`config.mk`:
```
export PLATFORM = sky130hd
export DESIGN_NAME = hex_pixel_loader_flat
export DESIGN_NICKNAME = d
export VERILOG_FILES = /design/src/rtl/hex_pixel_if.sv /design/src/rtl/hex_pixel_loader.sv /design/src/flat_wrapper.sv
export SDC_FILE = /design/constraint.sdc
export NUM_CORES = 1
export LEC_CHECK = 0
export ABC_CLOCK_PERIOD_IN_PS = 2550
export CAP_MARGIN = 20
export CORE_MARGIN = 3
export CORE_UTILIZATION = 35
export DETAILED_ROUTE_END_ITERATION = 10
export PLACE_DENSITY_LB_ADDON = 0.15
export SLEW_MARGIN = 20
export SYNTH_ARGS = -nofsm -noshare
export SYNTH_HDL_FRONTEND = slang
export SYNTH_SLANG_ARGS = --single-unit
```
`constraint.sdc`:
```
create_clock -name clk -period 2.55 [get_ports clk]
set_input_delay 0.51 -clock clk [delete_from_list [all_inputs] [get_ports clk]]
set_output_delay 0.51 -clock clk [all_outputs]
set_load 0.01 [all_outputs]
```
`src/rtl/hex_pixel_if.sv`:
```
// hex_pixel_if: byte stream in, frame-buffer write port and status out
interface hex_pixel_if #(
  parameter int NIBBLES = 6,
  parameter int ADDR_W = 17
);
  localparam int PIX_W = 4 * NIBBLES;
  logic [7:0] rx_data;
  logic rx_vld;
  logic rearm;
  logic [PIX_W-1:0] pix_data;
  logic [ADDR_W-1:0] pix_addr;
  logic pix_we;
  logic frame_done;
  logic busy;
  logic [7:0] bad_char_cnt;
  logic [7:0] last_byte;
  modport master (
    output rx_data, rx_vld, rearm,
    input pix_data, pix_addr, pix_we, frame_done, busy, bad_char_cnt, last_byte
  );
  modport slave (
    input rx_data, rx_vld, rearm,
    output pix_data, pix_addr, pix_we, frame_done, busy, bad_char_cnt, last_byte
  );
endinterface

```
`src/rtl/hex_pixel_loader.sv`:
```
// hex_pixel_loader: assembles ASCII-hex bytes into pixels and writes them to a frame buffer
module hex_pixel_loader #(
  parameter int NIBBLES = 6,
  parameter int NUM_PIX = 129600,
  parameter int ADDR_W = 17,
  parameter int TIMEOUT_CYC = 0
) (
  input logic clk,
  input logic rst_n,
  hex_pixel_if.slave bus
);
  localparam int PIX_W = 4 * NIBBLES;
  localparam int NW = NIBBLES > 1 ? $clog2(NIBBLES) : 1;
  localparam int TW = TIMEOUT_CYC > 1 ? $clog2(TIMEOUT_CYC) : 1;
  localparam int TLIM = TIMEOUT_CYC > 0 ? TIMEOUT_CYC - 1 : 0;
  typedef enum logic {COLLECT, DONE} state_t;
  state_t state;
  logic [PIX_W-1:0] acc, acc_nx, pix_data;
  logic [NW-1:0] nib_idx;
  logic [TW-1:0] tcnt;
  logic [ADDR_W-1:0] pix_addr, addr_inc, wr_addr;
  logic pix_we, frame_done;
  logic [7:0] bad_char_cnt, last_byte, d;
  logic is_dig, is_hex, is_ws, nib_last, wr_last, t_exp;
  logic [3:0] nv;
  always_comb begin
    d = bus.rx_data;
    is_dig = d >= "0" && d <= "9";
    is_hex = is_dig || (d >= "a" && d <= "f") || (d >= "A" && d <= "F");
    is_ws = d == 8'h20 || d == 8'h09 || d == 8'h0d || d == 8'h0a;
    nv = is_dig ? d[3:0] : d[3:0] + 4'd9;
    acc_nx = PIX_W'({acc, nv});
    nib_last = nib_idx == NW'(NIBBLES - 1);
    addr_inc = pix_addr == ADDR_W'(NUM_PIX - 1) ? '0 : pix_addr + ADDR_W'(1);
    // a pixel completing during the previous write targets the already-advanced address
    wr_addr = pix_we ? addr_inc : pix_addr;
    wr_last = wr_addr == ADDR_W'(NUM_PIX - 1);
    t_exp = tcnt == TW'(TLIM);
  end
  always_ff @(posedge clk or negedge rst_n)
    if (!rst_n) begin
      state <= COLLECT;
      acc <= '0;
      nib_idx <= '0;
      tcnt <= '0;
      pix_data <= '0;
      pix_addr <= '0;
      pix_we <= 1'b0;
      frame_done <= 1'b0;
      bad_char_cnt <= '0;
      last_byte <= '0;
    end else begin
      pix_we <= 1'b0;
      if (pix_we) pix_addr <= addr_inc;
      if (state == DONE) begin
        if (bus.rearm) begin
          state <= COLLECT;
          frame_done <= 1'b0;
          pix_addr <= '0;
        end
      end else if (bus.rearm) begin
        acc <= '0;
        nib_idx <= '0;
        tcnt <= '0;
        pix_addr <= '0;
      end else if (bus.rx_vld) begin
        tcnt <= '0;
        if (is_hex) begin
          acc <= acc_nx;
          nib_idx <= nib_last ? '0 : nib_idx + NW'(1);
          if (nib_idx[0]) last_byte <= {acc[3:0], nv};
          if (nib_last) begin
            pix_data <= acc_nx;
            pix_we <= 1'b1;
          end
          if (nib_last && wr_last) begin
            frame_done <= 1'b1;
            state <= DONE;
          end
        end else if (!is_ws) begin
          acc <= '0;
          nib_idx <= '0;
          bad_char_cnt <= bad_char_cnt + (bad_char_cnt != 8'hff ? 8'd1 : 8'd0);
        end
      end else if (TIMEOUT_CYC > 0 && nib_idx != '0) begin
        tcnt <= t_exp ? '0 : tcnt + TW'(1);
        if (t_exp) begin
          acc <= '0;
          nib_idx <= '0;
        end
      end
    end
  assign bus.pix_data = pix_data;
  assign bus.pix_addr = pix_addr;
  assign bus.pix_we = pix_we;
  assign bus.frame_done = frame_done;
  assign bus.busy = state == COLLECT && (nib_idx != '0 || pix_addr != '0);
  assign bus.bad_char_cnt = bad_char_cnt;
  assign bus.last_byte = last_byte;
endmodule

```
`src/flat_wrapper.sv`:
```
// flat-port wrapper written by rule: the top's interface ports become plain ports
module hex_pixel_loader_flat 
#(
  parameter int NIBBLES = 6,
  parameter int NUM_PIX = 129600,
  parameter int ADDR_W = 17,
  parameter int TIMEOUT_CYC = 0
)
  (clk, rst_n, bus_rx_data, bus_rx_vld, bus_rearm, bus_pix_data, bus_pix_addr, bus_pix_we, bus_frame_done, bus_busy, bus_bad_char_cnt, bus_last_byte);
  hex_pixel_if #(.NIBBLES(NIBBLES), .ADDR_W(ADDR_W)) bus_i ();
  input logic clk;
  input logic rst_n;
  input wire logic [$bits(bus_i.rx_data)-1:0] bus_rx_data;
  input wire logic [$bits(bus_i.rx_vld)-1:0] bus_rx_vld;
  input wire logic [$bits(bus_i.rearm)-1:0] bus_rearm;
  output wire logic [$bits(bus_i.pix_data)-1:0] bus_pix_data;
  output wire logic [$bits(bus_i.pix_addr)-1:0] bus_pix_addr;
  output wire logic [$bits(bus_i.pix_we)-1:0] bus_pix_we;
  output wire logic [$bits(bus_i.frame_done)-1:0] bus_frame_done;
  output wire logic [$bits(bus_i.busy)-1:0] bus_busy;
  output wire logic [$bits(bus_i.bad_char_cnt)-1:0] bus_bad_char_cnt;
  output wire logic [$bits(bus_i.last_byte)-1:0] bus_last_byte;
  assign bus_i.rx_data = bus_rx_data;
  assign bus_i.rx_vld = bus_rx_vld;
  assign bus_i.rearm = bus_rearm;
  assign bus_pix_data = bus_i.pix_data;
  assign bus_pix_addr = bus_i.pix_addr;
  assign bus_pix_we = bus_i.pix_we;
  assign bus_frame_done = bus_i.frame_done;
  assign bus_busy = bus_i.busy;
  assign bus_bad_char_cnt = bus_i.bad_char_cnt;
  assign bus_last_byte = bus_i.last_byte;
  hex_pixel_loader #(.NIBBLES(NIBBLES), .NUM_PIX(NUM_PIX), .ADDR_W(ADDR_W), .TIMEOUT_CYC(TIMEOUT_CYC)) u_core (.clk(clk), .rst_n(rst_n), .bus(bus_i));
endmodule
```
# After elaboration in Yosys (flattened, before gate mapping)
# Index checks and enable logic that the tools add are counted.
[word_totals]
regBits = 83
input_bits = 12
[classes]
reduce_logical = 21
bitwise = 4
eq_ne = 11
n_lt_le_gt_ge = 6
add_sub_neg = 4
n_mux = 31
[op_table]
columns = ["operator", "n"]
rows = [
  ["20-bit 2-to-1 mux", 4],
  ["17-bit 2-to-1 mux", 3],
  ["17-bit equality test, second input constant", 2],
  ["8-bit by 4-bit equality test with 1-bit output, second input constant", 3],
  ["5-bit AND reduction", 4],
  ["1-bit 2-to-1 mux", 18],
  ["17-bit by 1-bit adder with 17-bit output, second input constant", 1],
  ["17-bit nonzero test", 1],
  ["8-bit by 7-bit greater-or-equal comparator with 1-bit output, second input constant", 2],
  ["8-bit by 7-bit <= comparator with 1-bit output, second input constant", 2],
  ["3-bit 2-to-1 mux", 5],
  ["8-bit adder", 1],
  ["8-bit by 6-bit equality test with 1-bit output, second input constant", 1],
  ["8-bit by 6-bit greater-or-equal comparator with 1-bit output, second input constant", 1],
  ["8-bit by 6-bit <= comparator with 1-bit output, second input constant", 1],
  ["8-bit inequality test, second input constant", 1],
  ["1-bit logical OR", 6],
  ["2-bit nonzero test", 3],
  ["1-bit logical AND", 5],
  ["4-bit adder, second input constant", 1],
  ["4-bit 2-to-1 mux", 1],
  ["1-bit inverter", 4],
  ["3-bit by 1-bit adder with 3-bit output, second input constant", 1],
  ["3-bit equality test, second input constant", 1],
  ["5 further kinds", 5],
]

# Depth between registers and ports, before layout
[depth]
ltp_word = 10
ltp_mapped = 10
depth_no_buf = 8

# Worst setup path before layout
# Ideal clock, no wire load.
[synth_timing]
path_kind = "input to register"
start = "input port bus_rx_data[0]"
end = "register u_core.pix_data[0], in the netlist u_core.bus.pix_data[0]"
path_stages = 9
path_buffers = 2
slack_ns = -0.022
t_arrival_ns = 2.446
path_cell_list = "inv_1 ha_1 o21bai_4 a2111oi_4 a31oi_2 or3_1 buf_6 buf_12 mux2_4"
[synth_between]
elab_chain_len = 5
word_cells_on_any_way = 14
cone_classes = "add/sub: 1; order compare: 6; mux: 1; reduce/logical: 6"
[synth_lines]
columns = ["item", "line", "rtl"]
rows = [
  ["start: declaration", "flat_wrapper.sv:13", "input wire logic [$bits(bus_i.rx_data)-1:0] bus_rx_data;"],
  ["8-bit by 6-bit greater-or-equal comparator with 1-bit output, or another cell as far along", "hex_pixel_loader.sv:28", "is_dig = d >= \"0\" && d <= \"9\";"],
  ["1-bit logical AND (on tied branches)", "hex_pixel_loader.sv:28, hex_pixel_loader.sv:29", ""],
  ["1-bit logical OR (2 in a row)", "hex_pixel_loader.sv:29", "is_hex = is_dig || (d >= \"a\" && d <= \"f\") || (d >= \"A\" && d <= \"F\");"],
  ["5-bit AND reduction (no line)", "n/a", ""],
  ["end signal: assignment", "hex_pixel_loader.sv:73", "pix_data <= acc_nx;"],
  ["end: declaration", "hex_pixel_loader.sv:18", "logic [PIX_W-1:0] acc, acc_nx, pix_data;"],
]
# Parallel ways exist; a longest one is shown, timed or not.
# A chain may end at the register's enable or synchronous reset.

# Worst setup path in the final report
[layout_timing]
start = "input port bus_rx_data[1]"
end = "register u_core.acc[0]"
[layout_between]
elab_chain_len = 7
word_cells_on_any_way = 24
cone_classes = "order compare: 6; eq/ne: 5; mux: 4; reduce/logical: 9"
[layout_lines]
columns = ["item", "line", "rtl"]
rows = [
  ["8-bit by 6-bit greater-or-equal comparator with 1-bit output, or another cell as far along", "hex_pixel_loader.sv:28", ""],
  ["1-bit logical AND (on tied branches)", "hex_pixel_loader.sv:28, hex_pixel_loader.sv:29", ""],
  ["1-bit logical OR (2 in a row)", "hex_pixel_loader.sv:29", ""],
  ["20-bit 2-to-1 mux", "hex_pixel_loader.sv:68", "if (is_hex) begin"],
  ["20-bit 2-to-1 mux", "hex_pixel_loader.sv:66", "end else if (bus.rx_vld) begin"],
  ["20-bit 2-to-1 mux", "hex_pixel_loader.sv:61", "end else if (bus.rearm) begin"],
  ["end signal: assignment", "hex_pixel_loader.sv:69", "acc <= acc_nx;"],
  ["end: declaration", "hex_pixel_loader.sv:18", ""],
]
# Parallel ways exist; a longest one is shown, timed or not. The select of a mux whose other input is x is not followed.

==> summary.txt <==
Global routing
  – Antenna violations before repair: 0
  – Most congested layer reported by global routing: met2
  – Grt met2 use: around a quarter
  – Met1 GRT Util: 21.1%
  – Vias in the first global route: 3130
  – Total global routing overflow: 0
  – Global Route met3 Usage: slightly above 4%
  – Largest net degree at the start of global routing: 40
  – First-pass GRT wire length: 15.8 mm
  – Overall global routing resource usage: 15.2%

Yosys
  – Leading post-synthesis cells by instance count: dfrtp_1, nor2_1, a22o_1
  – Area share of fa/ha/maj cells after synthesis: 2.84%
  – Number of warnings reported in the yosys synthesis log: 0
  – Sequential cell area fraction in the yosys report: 52.3%
  – Post-Syn Area: 3970 µm²
  – Primary FF master, synth: dfrtp_1
  – Gate count after technology mapping: between 300 and 400
  – Async S/R FF share, synth: between 90% and 100%
  – Mean cell area of the mapped netlist: about 12 µm²
  – Post-synthesis simple-gate area fraction: 14.4%
  – Fraction of synthesized cell area taken by the top area cell type: 52.3%
  – Multiplexer share of the synthesized area: a little under 10%
  – Xor and xnor area share after synthesis: 5.29%
  – FF+latch count, synth: between 80 and 90
  – Area fraction in compound gates after synthesis: 11.6%
  – Post-synth top area cell: dfrtp_1
  – Main combinational cell family by area after synthesis: simple AND/OR/NAND/NOR gates
  – Ranking of synthesized cells by area: dfrtp_1, mux2_4, mux2_2, a22o_1, xnor2_1
  – Most common cell in the synthesized netlist: dfrtp_1
  – Number of flops mapped to enable cells by yosys: 0
  – Net count of the mapped netlist: about 360
  – Distinct cell type count after synthesis: 53

Worst setup path
  – Highest net fanout along the worst path: 20
  – Critical Path Start Type: input pin
  – Worst endpoint data arrival time: 2.70 ns
  – Critical path class: in -> reg
  – Worst Path Required: 2.76 ns
  – Kind of end point of the critical path: flop

Power and ir drop
  – Total power consumption of the routed design: 0.00321 W
  – Largest voltage drop on the vdd net: 275 µV
  – Internal power: 0.00243 W
  – Sequential Power Share: 44.2%
  – Switching fraction of total power: about 24%
  – Power per cell area: 582 nW/µm²
  – Switching Power: 0.000787 W
  – Part of the total power dissipated in the clock network: 45.2%
  – Logic pwr share: 10.6%
  – Leakage power: 2.44 nW

Floorplan
  – Die Outline Area: 12700 µm²
  – Total I/O pin count: 72
  – Die Height: 113 µm
  – Placeable core region: 11000 µm²
  – Die width: 113 µm
  – Row cnt: 38
  – Initial cell density of the core: 36.2%

Placed design
  – Port Buffer Count: 71
  – DP Wirelength: 6.62 mm
  – Global placement routability congestion: 0.828

Route
  – Drt total wl: 9.50 mm
  – Overall via count from detail_route: 3061
  – Per-cell routed wire length: 16.0 µm
  – Final routed DRC violation total: 0
  – Detailed Route Iter0 Violations: 114
  – Post-DRT Antenna Nets: 0
  – Post-detailed-route via-to-cell ratio: 5.15
  – Initial DRT Pass Iterations: 4

Timing
  – Clock skew: roughly 0.0066 ns
  – Period utilisation layout: 97.4%
  – Final period demand of the worst path: 2.48 ns
  – Total negative setup slack: 0 ns
  – Actual slew at the worst max-slew pin: about 0.51 ns
  – Setup repair after global routing missed its margin: no
  – Number of pins exceeding their max-slew limit in the final report: 0
  – Count of endpoints failing setup in the final report: 0
  – Slew headroom: 65.7%
  – Number of hold violations in the final report: 0
  – Top achievable clock speed: 403 MHz

Flow run
  – Maximum capacitance violations: 0

Clock network
  – Sinks on the clock net: 83
  – H-tree depth: 3
  – Count of buffers added by post-CTS timing repair for setup: 0
  – Clock root cell: clkbuf_16
  – Number of buffers added to fix hold violations after cts: 0
  – Clock slew at reported path FFs: approximately 0.070 ns
  – Clock tree from TritonCTS: done
  – Longest Clk Path Bufs: 2
  – Clk Latency, worst-skew pair: 0.33 ns
  – CTS Buf Count: 9

Final layout
  – Layout cells sized above 1: 23.8%
  – Nets@finish: between 400 and 500
  – Ant diodes: 0
  – Sequential cell area: 2080 µm²
  – Area growth from synthesis to layout: 38.9%
  – Filler cell count in the final layout: 1022
  – Area of the multi-input gates: 1790 µm²

Status
  – Status: finished clean

Hold path
  – HP Class: in -> async
==> per-layer routing <==
layer	up-vias	routed length (µm)
met4	0	61
met1	1545	4500
met3	4	319
met2	59	4620
li1	1453	-
met5	-	0
==> logic make-up after synthesis <==
kind of cell	after synthesis
buffers and inverters	28
adder cells (fa/ha/maj)	9
AO/OA/AOI/OAI	56
flip-flops	83
multiplexers	30
XOR/XNOR	24
AND/OR/NAND/NOR	110
==> flip-flops by register name (all words and copies together), names as in the netlist <==
| register | count |
|---|---|
| u_core.acc | 20 |
| u_core.bus.bad_char_cnt | 8 |
| u_core.bus.frame_done | 1 |
| u_core.bus.last_byte | 8 |
| u_core.bus.pix_addr | 17 |
| u_core.bus.pix_data | 24 |
| u_core.bus.pix_we | 1 |
| u_core.nib_idx | 3 |
| u_core.state | 1 |
==> worst paths after layout <==
check / endpoint / start / cells past startpoint / slack (ns)
worst min-delay path: u_core.bus.pix_data[22]$_DFFE_PN0P_ / rst_n / 1 / 0.14
worst max register to register: u_core.bus.frame_done$_DFFE_PN0P_ / u_core.bus.pix_we$_DFF_PN0_ / 6 / 0.21
worst max-delay path: u_core.acc[0]$_DFFE_PN0P_ / bus_rx_data[1] / 11 / 0.07
worst min register to register: u_core.bus.pix_data[2]$_DFFE_PN0P_ / u_core.bus.pix_data[2]$_DFFE_PN0P_ / 2 / 0.48
min in group clk: u_core.bus.pix_data[2]$_DFFE_PN0P_ / u_core.bus.pix_data[2]$_DFFE_PN0P_ / 2 / 0.48
max in group asynchronous: u_core.bus.pix_addr[10]$_DFF_PN0_ / rst_n / 2 / 1.79
==> worst max-delay path: stages <==
cell and delay, ns:
clkdlybuf4s50_1 0.44, buf_4 0.16, ha_1 0.17, and2b_1 0.16, o21ai_1 0.16, a2111oi_2 0.10
buf_4 0.15, o21a_1 0.18, or2_1 0.25, buf_12 0.17, a22o_1 0.24
==> power by group through the flow <==
stage	Sequential [W]	Clock [W]	Combinational [W]
after global placement	0.00144	0	0.000339
after floorplan	0.00145	0	0.000115
final	0.00142	0.00145	0.000340
after CTS	0.00142	0.00150	0.000345
after detailed placement	0.00145	0	0.000344
after global routing	0.00143	0.00154	0.000377
==> placed cells by master, fill, tap and decap left out, types with 3 or more instances in the layout <==
| master | count |
|---|---|
| xor2_1 | 8 |
| o21ai_0 | 7 |
| buf_12 | 3 |
| mux2_4 | 14 |
| nor4_1 | 7 |
| buf_4 | 42 |
| nand3_1 | 14 |
| and2b_1 | 3 |
| or4_1 | 4 |
| mux2_2 | 15 |
| inv_1 | 8 |
| inv_6 | 3 |
| a21oi_1 | 9 |
| clkbuf_16 | 10 |
| a22o_1 | 19 |
| xnor2_1 | 16 |
| o2bb2ai_1 | 3 |
| nand2_1 | 17 |
| clkdlybuf4s50_1 | 68 |
| nor2_1 | 33 |
| dfrtp_1 | 82 |
| ha_1 | 7 |
| nand4_1 | 12 |
| nor3_1 | 3 |
==> per-stage QoR <==
stage	hold slack, ns	setup slack, ns	util, %	cells	cell area, µm²
3_3_place_gp	0.469	-0.369	46.5	577	5110
2_1_floorplan	0.214	0.0315	-	340	3970
3_5_place_dp	0.475	-0.323	46.5	577	5110
5_1_grt	0.171	0.000586	50.2	594	5520
4_1_cts	0.156	0.0441	49.6	593	5440
6_report	0.143	0.0668	50.2	594	5520
==> cell type report <==
cell class | instances | share of cell area [%]
repair buffers | 116 | 20.0
flip-flops and latches | 83 | 37.7
well taps | 140 | 3.17
multi-input cells | 229 | 32.5
inverters | 10 | 0.680
clock buffers | 9 | 4.08
clock inverters | 7 | 1.93
==> repair_timing <==
action | 4_1_cts | 5_1_grt
gates resized for setup | 2 | 13
setup endpoints to repair | 8 | 58
cloned | 0 | 1
pin swaps | 0 | 3
Power figures use the tool's default switching activity.
